**src/rtl/rwt_sample_pkg.sv**
```systemverilog
// Shared constants for the sample packer/unpacker pair: sub-lane enable codes
// and packer state encoding.
package rwt_sample_pkg;

  localparam logic [3:0] EN_FULL = 4'b1111;
  localparam logic [3:0] EN_LOW  = 4'b0011;
  localparam logic [3:0] EN_NONE = 4'b0000;

  typedef enum logic [1:0] {
    ST_EMPTY = 2'd0,
    ST_HELD  = 2'd1,
    ST_FLUSH = 2'd2
  } pack_state_e;

  function automatic logic [1:0] lane_count(input logic [1:0] enables);
    return {1'b0, enables[0]} + {1'b0, enables[1]};
  endfunction

endpackage

```
**src/rtl/rwt_sample_pack_if.sv**
```systemverilog
// AXI-Stream style beat bundle used on both sides of the sample packer;
// EWIDTH is 2 on the lane-enable input and 4 on the sub-lane-enable output.
interface rwt_sample_pack_if #(
  parameter int EWIDTH = 2,
  parameter int UWIDTH = 1
);
  logic              ready;
  logic              valid;
  logic [63:0]       data;
  logic [EWIDTH-1:0] enables;
  logic [UWIDTH-1:0] user;
  logic              last;

  modport master (input ready, output valid, data, enables, user, last);
  modport slave  (output ready, input valid, data, enables, user, last);
endinterface

```
**src/rtl/rwt_sample_pack.sv**
```systemverilog
// Compacts enabled 32-bit lane samples into dense 64-bit words in stream order,
// flushing a trailing odd sample on last as a half-filled word.
module rwt_sample_pack
  import rwt_sample_pkg::*;
#(
  parameter int UWIDTH = 1
) (
  input  logic               clk,
  input  logic               aresetn,
  rwt_sample_pack_if.slave   s_axi,
  rwt_sample_pack_if.master  m_axi
);

  pack_state_e       state_q, state_d;
  logic [31:0]       hold_data_q, hold_data_d;
  logic [UWIDTH-1:0] hold_user_q, hold_user_d;

  logic              out_valid;
  logic [63:0]       out_data;
  logic [3:0]        out_en;
  logic [UWIDTH-1:0] out_user;
  logic              out_last;

  logic              load;
  logic [63:0]       load_data;
  logic [3:0]        load_en;
  logic [UWIDTH-1:0] load_user;
  logic              load_last;

  logic              slot_free;
  logic              s_ready;
  logic              accept;
  logic [1:0]        k;
  logic [31:0]       lone;

  assign slot_free = ~out_valid | m_axi.ready;
  assign s_ready   = aresetn & slot_free & (state_q != ST_FLUSH);
  assign accept    = s_axi.valid & s_ready;
  assign k         = lane_count(s_axi.enables);
  // With a single enabled lane, pick whichever lane carries it.
  assign lone      = s_axi.enables[0] ? s_axi.data[31:0] : s_axi.data[63:32];

  assign s_axi.ready   = s_ready;
  assign m_axi.valid   = out_valid;
  assign m_axi.data    = out_data;
  assign m_axi.enables = out_en;
  assign m_axi.user    = out_user;
  assign m_axi.last    = out_last;

  always_comb begin
    state_d     = state_q;
    hold_data_d = hold_data_q;
    hold_user_d = hold_user_q;
    load        = 1'b0;
    load_data   = '0;
    load_en     = EN_NONE;
    load_user   = '0;
    load_last   = 1'b0;

    case (state_q)
      ST_FLUSH: begin
        if (slot_free) begin
          load      = 1'b1;
          load_data = {32'd0, hold_data_q};
          load_en   = EN_LOW;
          load_user = hold_user_q;
          load_last = 1'b1;
          state_d   = ST_EMPTY;
        end
      end

      ST_HELD: begin
        if (accept) begin
          case (k)
            2'd0: begin
              if (s_axi.last) begin
                load      = 1'b1;
                load_data = {32'd0, hold_data_q};
                load_en   = EN_LOW;
                load_user = hold_user_q;
                load_last = 1'b1;
                state_d   = ST_EMPTY;
              end
            end
            2'd1: begin
              load      = 1'b1;
              load_data = {lone, hold_data_q};
              load_en   = EN_FULL;
              load_user = hold_user_q;
              load_last = s_axi.last;
              state_d   = ST_EMPTY;
            end
            default: begin
              // Upper lane becomes the new held sample; on last it is owed as a partial word.
              load        = 1'b1;
              load_data   = {s_axi.data[31:0], hold_data_q};
              load_en     = EN_FULL;
              load_user   = hold_user_q;
              load_last   = 1'b0;
              hold_data_d = s_axi.data[63:32];
              hold_user_d = s_axi.user;
              state_d     = s_axi.last ? ST_FLUSH : ST_HELD;
            end
          endcase
        end
      end

      default: begin
        if (accept) begin
          case (k)
            2'd0: begin
              if (s_axi.last) begin
                load      = 1'b1;
                load_data = '0;
                load_en   = EN_NONE;
                load_user = s_axi.user;
                load_last = 1'b1;
              end
            end
            2'd1: begin
              if (s_axi.last) begin
                load      = 1'b1;
                load_data = {32'd0, lone};
                load_en   = EN_LOW;
                load_user = s_axi.user;
                load_last = 1'b1;
              end else begin
                hold_data_d = lone;
                hold_user_d = s_axi.user;
                state_d     = ST_HELD;
              end
            end
            default: begin
              load      = 1'b1;
              load_data = s_axi.data;
              load_en   = EN_FULL;
              load_user = s_axi.user;
              load_last = s_axi.last;
            end
          endcase
        end
      end
    endcase
  end

  always_ff @(posedge clk) begin
    if (!aresetn) begin
      state_q     <= ST_EMPTY;
      hold_data_q <= '0;
      hold_user_q <= '0;
      out_valid   <= 1'b0;
      out_data    <= '0;
      out_en      <= '0;
      out_user    <= '0;
      out_last    <= 1'b0;
    end else begin
      state_q     <= state_d;
      hold_data_q <= hold_data_d;
      hold_user_q <= hold_user_d;
      // A new word is only produced when the slot is free, so load never overwrites a stalled word.
      if (load) begin
        out_valid <= 1'b1;
        out_data  <= load_data;
        out_en    <= load_en;
        out_user  <= load_user;
        out_last  <= load_last;
      end else if (m_axi.ready) begin
        out_valid <= 1'b0;
      end
    end
  end

endmodule

```
**src/flat_wrapper.sv**
```systemverilog
// flat-port wrapper written by rule: the top's interface ports become plain ports
module rwt_sample_pack_flat import rwt_sample_pkg::*;
#(
  parameter int UWIDTH = 1
)
  (clk, aresetn, s_axi_ready, s_axi_valid, s_axi_data, s_axi_enables, s_axi_user, s_axi_last, m_axi_ready, m_axi_valid, m_axi_data, m_axi_enables, m_axi_user, m_axi_last);
  rwt_sample_pack_if #(.EWIDTH(2), .UWIDTH(UWIDTH)) s_axi_i ();
  rwt_sample_pack_if #(.EWIDTH(4), .UWIDTH(UWIDTH)) m_axi_i ();
  input  logic clk;
  input  logic aresetn;
  output wire logic [$bits(s_axi_i.ready)-1:0] s_axi_ready;
  input wire logic [$bits(s_axi_i.valid)-1:0] s_axi_valid;
  input wire logic [$bits(s_axi_i.data)-1:0] s_axi_data;
  input wire logic [$bits(s_axi_i.enables)-1:0] s_axi_enables;
  input wire logic [$bits(s_axi_i.user)-1:0] s_axi_user;
  input wire logic [$bits(s_axi_i.last)-1:0] s_axi_last;
  input wire logic [$bits(m_axi_i.ready)-1:0] m_axi_ready;
  output wire logic [$bits(m_axi_i.valid)-1:0] m_axi_valid;
  output wire logic [$bits(m_axi_i.data)-1:0] m_axi_data;
  output wire logic [$bits(m_axi_i.enables)-1:0] m_axi_enables;
  output wire logic [$bits(m_axi_i.user)-1:0] m_axi_user;
  output wire logic [$bits(m_axi_i.last)-1:0] m_axi_last;
  assign s_axi_ready = s_axi_i.ready;
  assign s_axi_i.valid = s_axi_valid;
  assign s_axi_i.data = s_axi_data;
  assign s_axi_i.enables = s_axi_enables;
  assign s_axi_i.user = s_axi_user;
  assign s_axi_i.last = s_axi_last;
  assign m_axi_i.ready = m_axi_ready;
  assign m_axi_valid = m_axi_i.valid;
  assign m_axi_data = m_axi_i.data;
  assign m_axi_enables = m_axi_i.enables;
  assign m_axi_user = m_axi_i.user;
  assign m_axi_last = m_axi_i.last;
  rwt_sample_pack #(.UWIDTH(UWIDTH)) u_core (.clk(clk), .aresetn(aresetn), .s_axi(s_axi_i), .m_axi(m_axi_i));
endmodule
```
**config.mk**
```make
export PLATFORM = sky130hd
export DESIGN_NAME = rwt_sample_pack_flat
export DESIGN_NICKNAME = d
export VERILOG_FILES = /design/src/rtl/rwt_sample_pkg.sv /design/src/rtl/rwt_sample_pack_if.sv /design/src/rtl/rwt_sample_pack.sv /design/src/flat_wrapper.sv
export SDC_FILE = /design/constraint.sdc
export NUM_CORES = 1
export LEC_CHECK = 0
export ABC_AREA = 1
export CORE_MARGIN = 4
export CORE_UTILIZATION = 31
export CTS_CLUSTER_DIAMETER = 50
export DETAILED_ROUTE_END_ITERATION = 6
export HOLD_SLACK_MARGIN = 0.15
export PLACE_DENSITY = 0.6
export SLEW_MARGIN = 30
export SYNTH_ARGS = -nofsm -noshare
export SYNTH_HDL_FRONTEND = slang
export SYNTH_SLANG_ARGS = --single-unit
```
**constraint.sdc**
```tcl
create_clock -name clk -period 2.8 [get_ports clk]
set_clock_uncertainty 0.1 [all_clocks]
set_input_delay 0.56 -clock clk [delete_from_list [all_inputs] [get_ports clk]]
set_output_delay 0.56 -clock clk [all_outputs]
set_load 0.02 [all_outputs]
```
==> Word level (Yosys, flattened, before mapping) <==
Index checks and enable logic that the tools add are counted.
{ "classes": {"n_reduce_logical": 8, "bitwise_logic": 6, "addsub": 1, "n_eq_ne": 10, "mux": 59} }
{ "ops": {"columns": ["operator", "count"], "rows": [
  ["case mux 64 bit (2 select lines)", 3],
  ["two-way mux 32 bit", 9],
  ["two-way mux 64 bit", 2],
  ["case mux 32 bit (2 select lines)", 1],
  ["two-way mux 1 bit", 23],
  ["two-way mux 2 bit", 9],
  ["case mux 4 bit (2 select lines)", 2],
  ["two-way mux 4 bit", 3],
  ["case mux 1 bit (2 select lines)", 5],
  ["case mux 2 bit (2 select lines)", 2],
  ["inequality test 2 x 1 -> 1 bit, second input constant", 3],
  ["AND reduction 6 bit", 1],
  ["nonzero test 2 bit", 3],
  ["AND reduction 5 bit", 1],
  ["equality test 2 x 1 -> 1 bit, second input constant", 2],
  ["inequality test 2 bit, second input constant", 2],
  ["bitwise AND 1 bit", 3],
  ["inequality test 3 x 1 -> 1 bit, second input constant", 1],
  ["inequality test 3 bit, second input constant", 1],
  ["nonzero test 3 bit", 1],
  ["adder 1 x 1 -> 2 bit", 1],
  ["equality test 2 bit, second input constant", 1],
  ["logical NOT 2 bit", 1],
  ["inverter 1 bit", 2],
  ["2 further kinds", 2]
]} }
{ "totals": {"wordCells": 92, "in_bits": 72, "regBits": 106} }

==> Longest topological paths before layout <==
{ "logic_depth": {"ltp_word": 8, "depth_mapped": 14, "depth_no_buf": 10} }

==> Worst setup path before layout <==
No wires, ideal clock.
{ "synth_timing": {"path_type": "input port to flip-flop", "from": "input s_axi_enables[0]", "to": "register u_core.out_data[31] (netlist: u_core.m_axi.data[31])", "arrival_ns": 2.243, "setup_ns": 0.070, "path_buffers": 4, "slack_ns": 0.388, "required_time_ns": 2.630, "stages": 14, "cell_sequence": "clkbuf_1 inv_1 buf_2 ha_1 inv_1 nor2_1 buf_2 buf_4 nand2_1 nand2_1 nand3_1 nand2_1 inv_1 a21oi_1"} }
{ "synth_via": {"elab_chain_cells": 6} }
{ "synth_lines": {"columns": ["item", "line_no", "source"], "rows": [
  ["start: declaration", "flat_wrapper.sv:14", "input wire logic [$bits(s_axi_i.enables)-1:0] s_axi_enables;"],
  ["adder 1 x 1 -> 2 bit", "rwt_sample_pkg.sv:16", "return {1'b0, enables[0]} + {1'b0, enables[1]};"],
  ["equality test 2 x 1 -> 1 bit or logical NOT 2 bit (tied branches)", "rwt_sample_pack.sv:74, rwt_sample_pack.sv:110", null],
  ["OR reduction 2 bit (no line)", null, null],
  ["two-way mux 1 bit", null, null],
  ["two-way mux 1 bit", "rwt_sample_pack.sv:109", "if (accept) begin"],
  ["case mux 1 bit (2 select lines)", "rwt_sample_pack.sv:60", "case (state_q)"],
  ["end signal: assignment", "rwt_sample_pack.sv:163", "out_data <= load_data;"],
  ["end: declaration", "rwt_sample_pack.sv:19", "logic [63:0] out_data;"]
]} }
Parallel ways exist; a longest one is shown, timed or not.
A chain may end at the register's enable or synchronous reset.

==> Worst setup path in the final report <==
{ "layout_timing": {"from": "input m_axi_ready", "to": "output s_axi_ready"} }
{ "layout_via": {"elab_chain_cells": 3} }
{ "layout_lines": {"columns": ["item", "line_no", "source"], "rows": [
  ["start: declaration", "flat_wrapper.sv:17", "input wire logic [$bits(m_axi_i.ready)-1:0] m_axi_ready;"],
  ["bitwise OR 1 bit", "rwt_sample_pack.sv:36", "assign slot_free = ~out_valid | m_axi.ready;"],
  ["bitwise AND 1 bit (2 in a row)", "rwt_sample_pack.sv:37", "assign s_ready = aresetn & slot_free & (state_q != ST_FLUSH);"],
  ["end: declaration", "flat_wrapper.sv:11", "output wire logic [$bits(s_axi_i.ready)-1:0] s_axi_ready;"]
]} }
Every way passes these cells.

==> impl_metrics.csv <==
group,metric,value,unit
timing,tightestPinTransition,629.3,ps
logic_synthesis,muxShareOfSynthArea,0,
final_layout,mostFrequentLayoutCells,"nand2_1, clkdlybuf4s50_1, inv_1",
power,p_sw,0.001675,W
power,seq_power_share,0.377,
floorplan,die_area,23340,sq um
setup_path,arrival,1940,ps
power,worst_ir_drop_vdd,358.0,uV
setup_path,delay_heaviest_family_cp,"buffers and inverters",
flow_run,drv_cap,0,
final_layout,antennaDiodeCount,0,
logic_synthesis,post_synth_num_cell_types,25,
final_layout,n_fill_cell,2278,
timing,max_freq,384.8,MHz
logic_synthesis,synth_simple_gate_area_share,0.4001,
routing,routed_wire_length_per_instance,14.12,microns
setup_path,critPathSlowestCell,"clkdlybuf4s50_1",
global_routing,grt_pass1_vias,6845,
clock_tree,numClockSinks,104,
clock_tree,root_buffer,"clkbuf_16",
placed_design,placement.setup.worst_slack,120.6,ps
logic_synthesis,largest_family_of_logic_cells_by_synthesized_area,"simple AND/OR/NAND/NOR gates",
logic_synthesis,yosys.area_share.xor_xnor,0,
setup_path,timing.critical_path.buf_inv,4,
routing,ant_nets,0,
logic_synthesis,synth.yosys.warnings,0,
timing,relSlewSlack,0.5805,
clock_tree,cts_hold_buf,0,
routing,detailed_route_via_count,7113,
logic_synthesis,postSynthRegisterBits,104,
global_routing,grt.overflow.total,0,
logic_synthesis,post_synth_fa_ha_maj_area_fraction,0.007701,
logic_synthesis,synth_compound_area_frac,0.1432,
routing,drt-total-wl,21510,microns
worst_hold_path,hold-path-cell-count,2,
setup_path,number_of_cell_instances_on_the_worst_register_to_register_path,9,
clock_tree,cts_tree,"yes",
outcome,status,"complete, no violations",
timing,rsz0062_at_grt,"false",
timing,final_hold_viol_count,0,
global_routing,pin_count_of_the_biggest_net_entering_global_routing,62,
timing,period_needed,2599,ps
setup_path,worst-path-stages,6,
setup_path,max_stage_delay,600,ps
clock_tree,clock_path_buffers,2,
power,power_report.internal_total,0.002900,W
logic_synthesis,synth.avg_cell_area,5.676,sq um
placed_design,dpl.cell_count,1507,
placed_design,portBuffers,143,
setup_path,regToRegSetupSlack,740,ps
timing,worst_slack,201.2,ps
final_layout,syn2layout_area_growth,30.25,%
logic_synthesis,synthesis.nets,1221,
setup_path,cp-end-kind,"output pin",
global_routing,antenna_found_initial,0,
global_routing,grt_first_pass_wirelength,34930,microns
floorplan,rows,52,
setup_path,highest_net_fanout_along_the_worst_path,3,
floorplan,die_width,152.8,microns
floorplan,die_h,152.8,microns
timing,finalSetupViolations,0,
clock_tree,cts_inserted_buffers,9,
setup_path,timing.critical_path.from_type,"primary input",
clock_tree,clk_pin_slew,70,ps
final_layout,layout-drive-gt1-share,0.04868,
power,report.power.total,0.004574,W
routing,remaining_drc_errors,0,
worst_hold_path,hold_class,"register to register",
power,power.clock.fraction,0.270,
clock_tree,cts_max_level,3,
final_layout,num-nets-final,1324,
power,share_comb_of_total_power,0.354,
setup_path,critPathRequiredTime,2140,ps
routing,detailedRoute.firstIterationViolations,378,
floorplan,start_util,0.3181,
logic_synthesis,syn-instance-count,1145,
clock_tree,post_cts.repair.setup_buffers,0,
final_layout,mostFrequentLayoutCell,"nand2_1",
floorplan,num_io_pins,144,
clock_tree,clk_latency,350,ps
floorplan,core,20430,sq um
placed_design,detailedPlacementHpwl,14070,microns
timing,hold-worst-slack,353.3,ps
logic_synthesis,synth_sequential_area_ratio,0.3204,
setup_path,cp_cell_sequence,"clkdlybuf4s50_1, inv_1, nand2_1, inv_1, nor2_1, clkdlybuf4s50_1",
clock_tree,cts-resized-gates,0,
power,static_power_due_to_leakage,3.849,nW
timing,timing.final.max_slew_violations,0,
power,powerDensity,540.4,nW/um^2
timing,timing.final.crit_share,0.9281,
final_layout,finish.cell_count_without_fillers,1523,
routing,via_per_inst,4.670,
logic_synthesis,post_synth_instance_area,6499,sq um
placed_design,finalWeightedCongestion,0.8236,
timing,setup_total_negative_slack,0,ps
routing,drtPass1Iterations,5,
power,netSwitchingFraction,0.3661,
setup_path,crit_type,"primary input to output pin",
global_routing,grt.total_usage,0.1822,
## area by class of cell
class / count / area, sq um / area share
sequential: 104 / 2082 / 0.2460
tap: 270 / 337.8 / 0.03991
multi-input combinational: 841 / 3603 / 0.4257
timing repair buffer: 171 / 1707 / 0.2016
clock inverter: 7 / 55.05 / 0.006504
inverter: 121 / 454.2 / 0.05366
clock buffer: 9 / 225.2 / 0.02661
## power by group through the flow
stage	clock [W]	sequential [W]	combinational, W
after CTS	0.00128	0.00173	0.00163
final	0.00123	0.00172	0.00162
after global routing	0.00134	0.00175	0.00180
after global placement	0	0.00176	0.00162
after detailed placement	0	0.00176	0.00162
after floorplan	0	0.00191	0.000805
## cell usage after synthesis
cell | count | area (sq um)
o21ai_4 | 1 | 16.27
clkbuf_1 | 34 | 127.6
nor2_2 | 1 | 6.260
a21boi_0 | 1 | 7.510
nand3_2 | 1 | 10.01
nand3_1 | 74 | 370.4
buf_1 | 4 | 15.01
dfxtp_1 | 104 | 2082
o21ai_1 | 6 | 30.03
nor2_4 | 3 | 33.78
o21ai_0 | 73 | 365.4
ha_1 | 4 | 50.05
buf_6 | 1 | 11.26
buf_4 | 11 | 82.58
inv_1 | 119 | 446.7
buf_2 | 29 | 145.1
inv_2 | 2 | 7.510
nand2_1 | 459 | 1723
nand4_1 | 1 | 6.260
nand3_4 | 1 | 17.52
a21oi_1 | 101 | 505.5
a31oi_1 | 1 | 6.260
nor2_1 | 111 | 416.7
nor3_1 | 2 | 10.01
nand2_2 | 1 | 6.260
## registers in the layout, indices dropped and copies added, names as in the netlist
register and count:
u_core.m_axi.valid 1, u_core.m_axi.enables 2, u_core.m_axi.user 1, u_core.hold_data_q 32
u_core.state_q 2, u_core.m_axi.last 1, u_core.hold_user_q 1, u_core.m_axi.data 64
## worst min-delay path: cells and delay by family, from the launching register on
| family | cells | cell delay, ps |
|---|---|---|
| DFF | 1 | 300 |
| buffers and inverters | 1 | 60 |
| AOI/OAI and AO/OA | 1 | 50 |
## cells by family (layout without fill, tap and decap cells)
family / after synthesis / count (layout)
simple gates: 654 / 654
fa+ha+maj: 4 / 4
flops: 104 / 104
compound gates: 183 / 183
buf+inv: 200 / 308
## final timing paths
path	startpoint	endpoint
max reg2reg	u_core.state_q[1]$_SDFFE_PN0P_	u_core.hold_data_q[19]$_SDFFE_PN0P_
max	m_axi_ready	s_axi_ready
min	u_core.hold_data_q[18]$_SDFFE_PN0P_	u_core.hold_data_q[18]$_SDFFE_PN0P_
min reg2reg	u_core.hold_data_q[18]$_SDFFE_PN0P_	u_core.hold_data_q[18]$_SDFFE_PN0P_
## layer usage
layer  global-route usage  routed length [microns]  part of all wire  vias to the layer above
li1                     -                        -                 -                     3733
met1               0.2252                     9562              0.44                     3129
met2               0.3161                    10060              0.47                      223
met3              0.04913                     1501             0.070                       28
met4              0.04412                      388             0.018                        0
met5                    0                        0                 0                        -
## metrics by stage
stage	util	instance area [sq um]
floorplan	-	6499
global placement	0.4006	8184
detailed placement	0.4006	8184
CTS	0.4143	8464
global route	0.4143	8464
finish	0.4143	8464
Power figures use the tool's default switching activity.
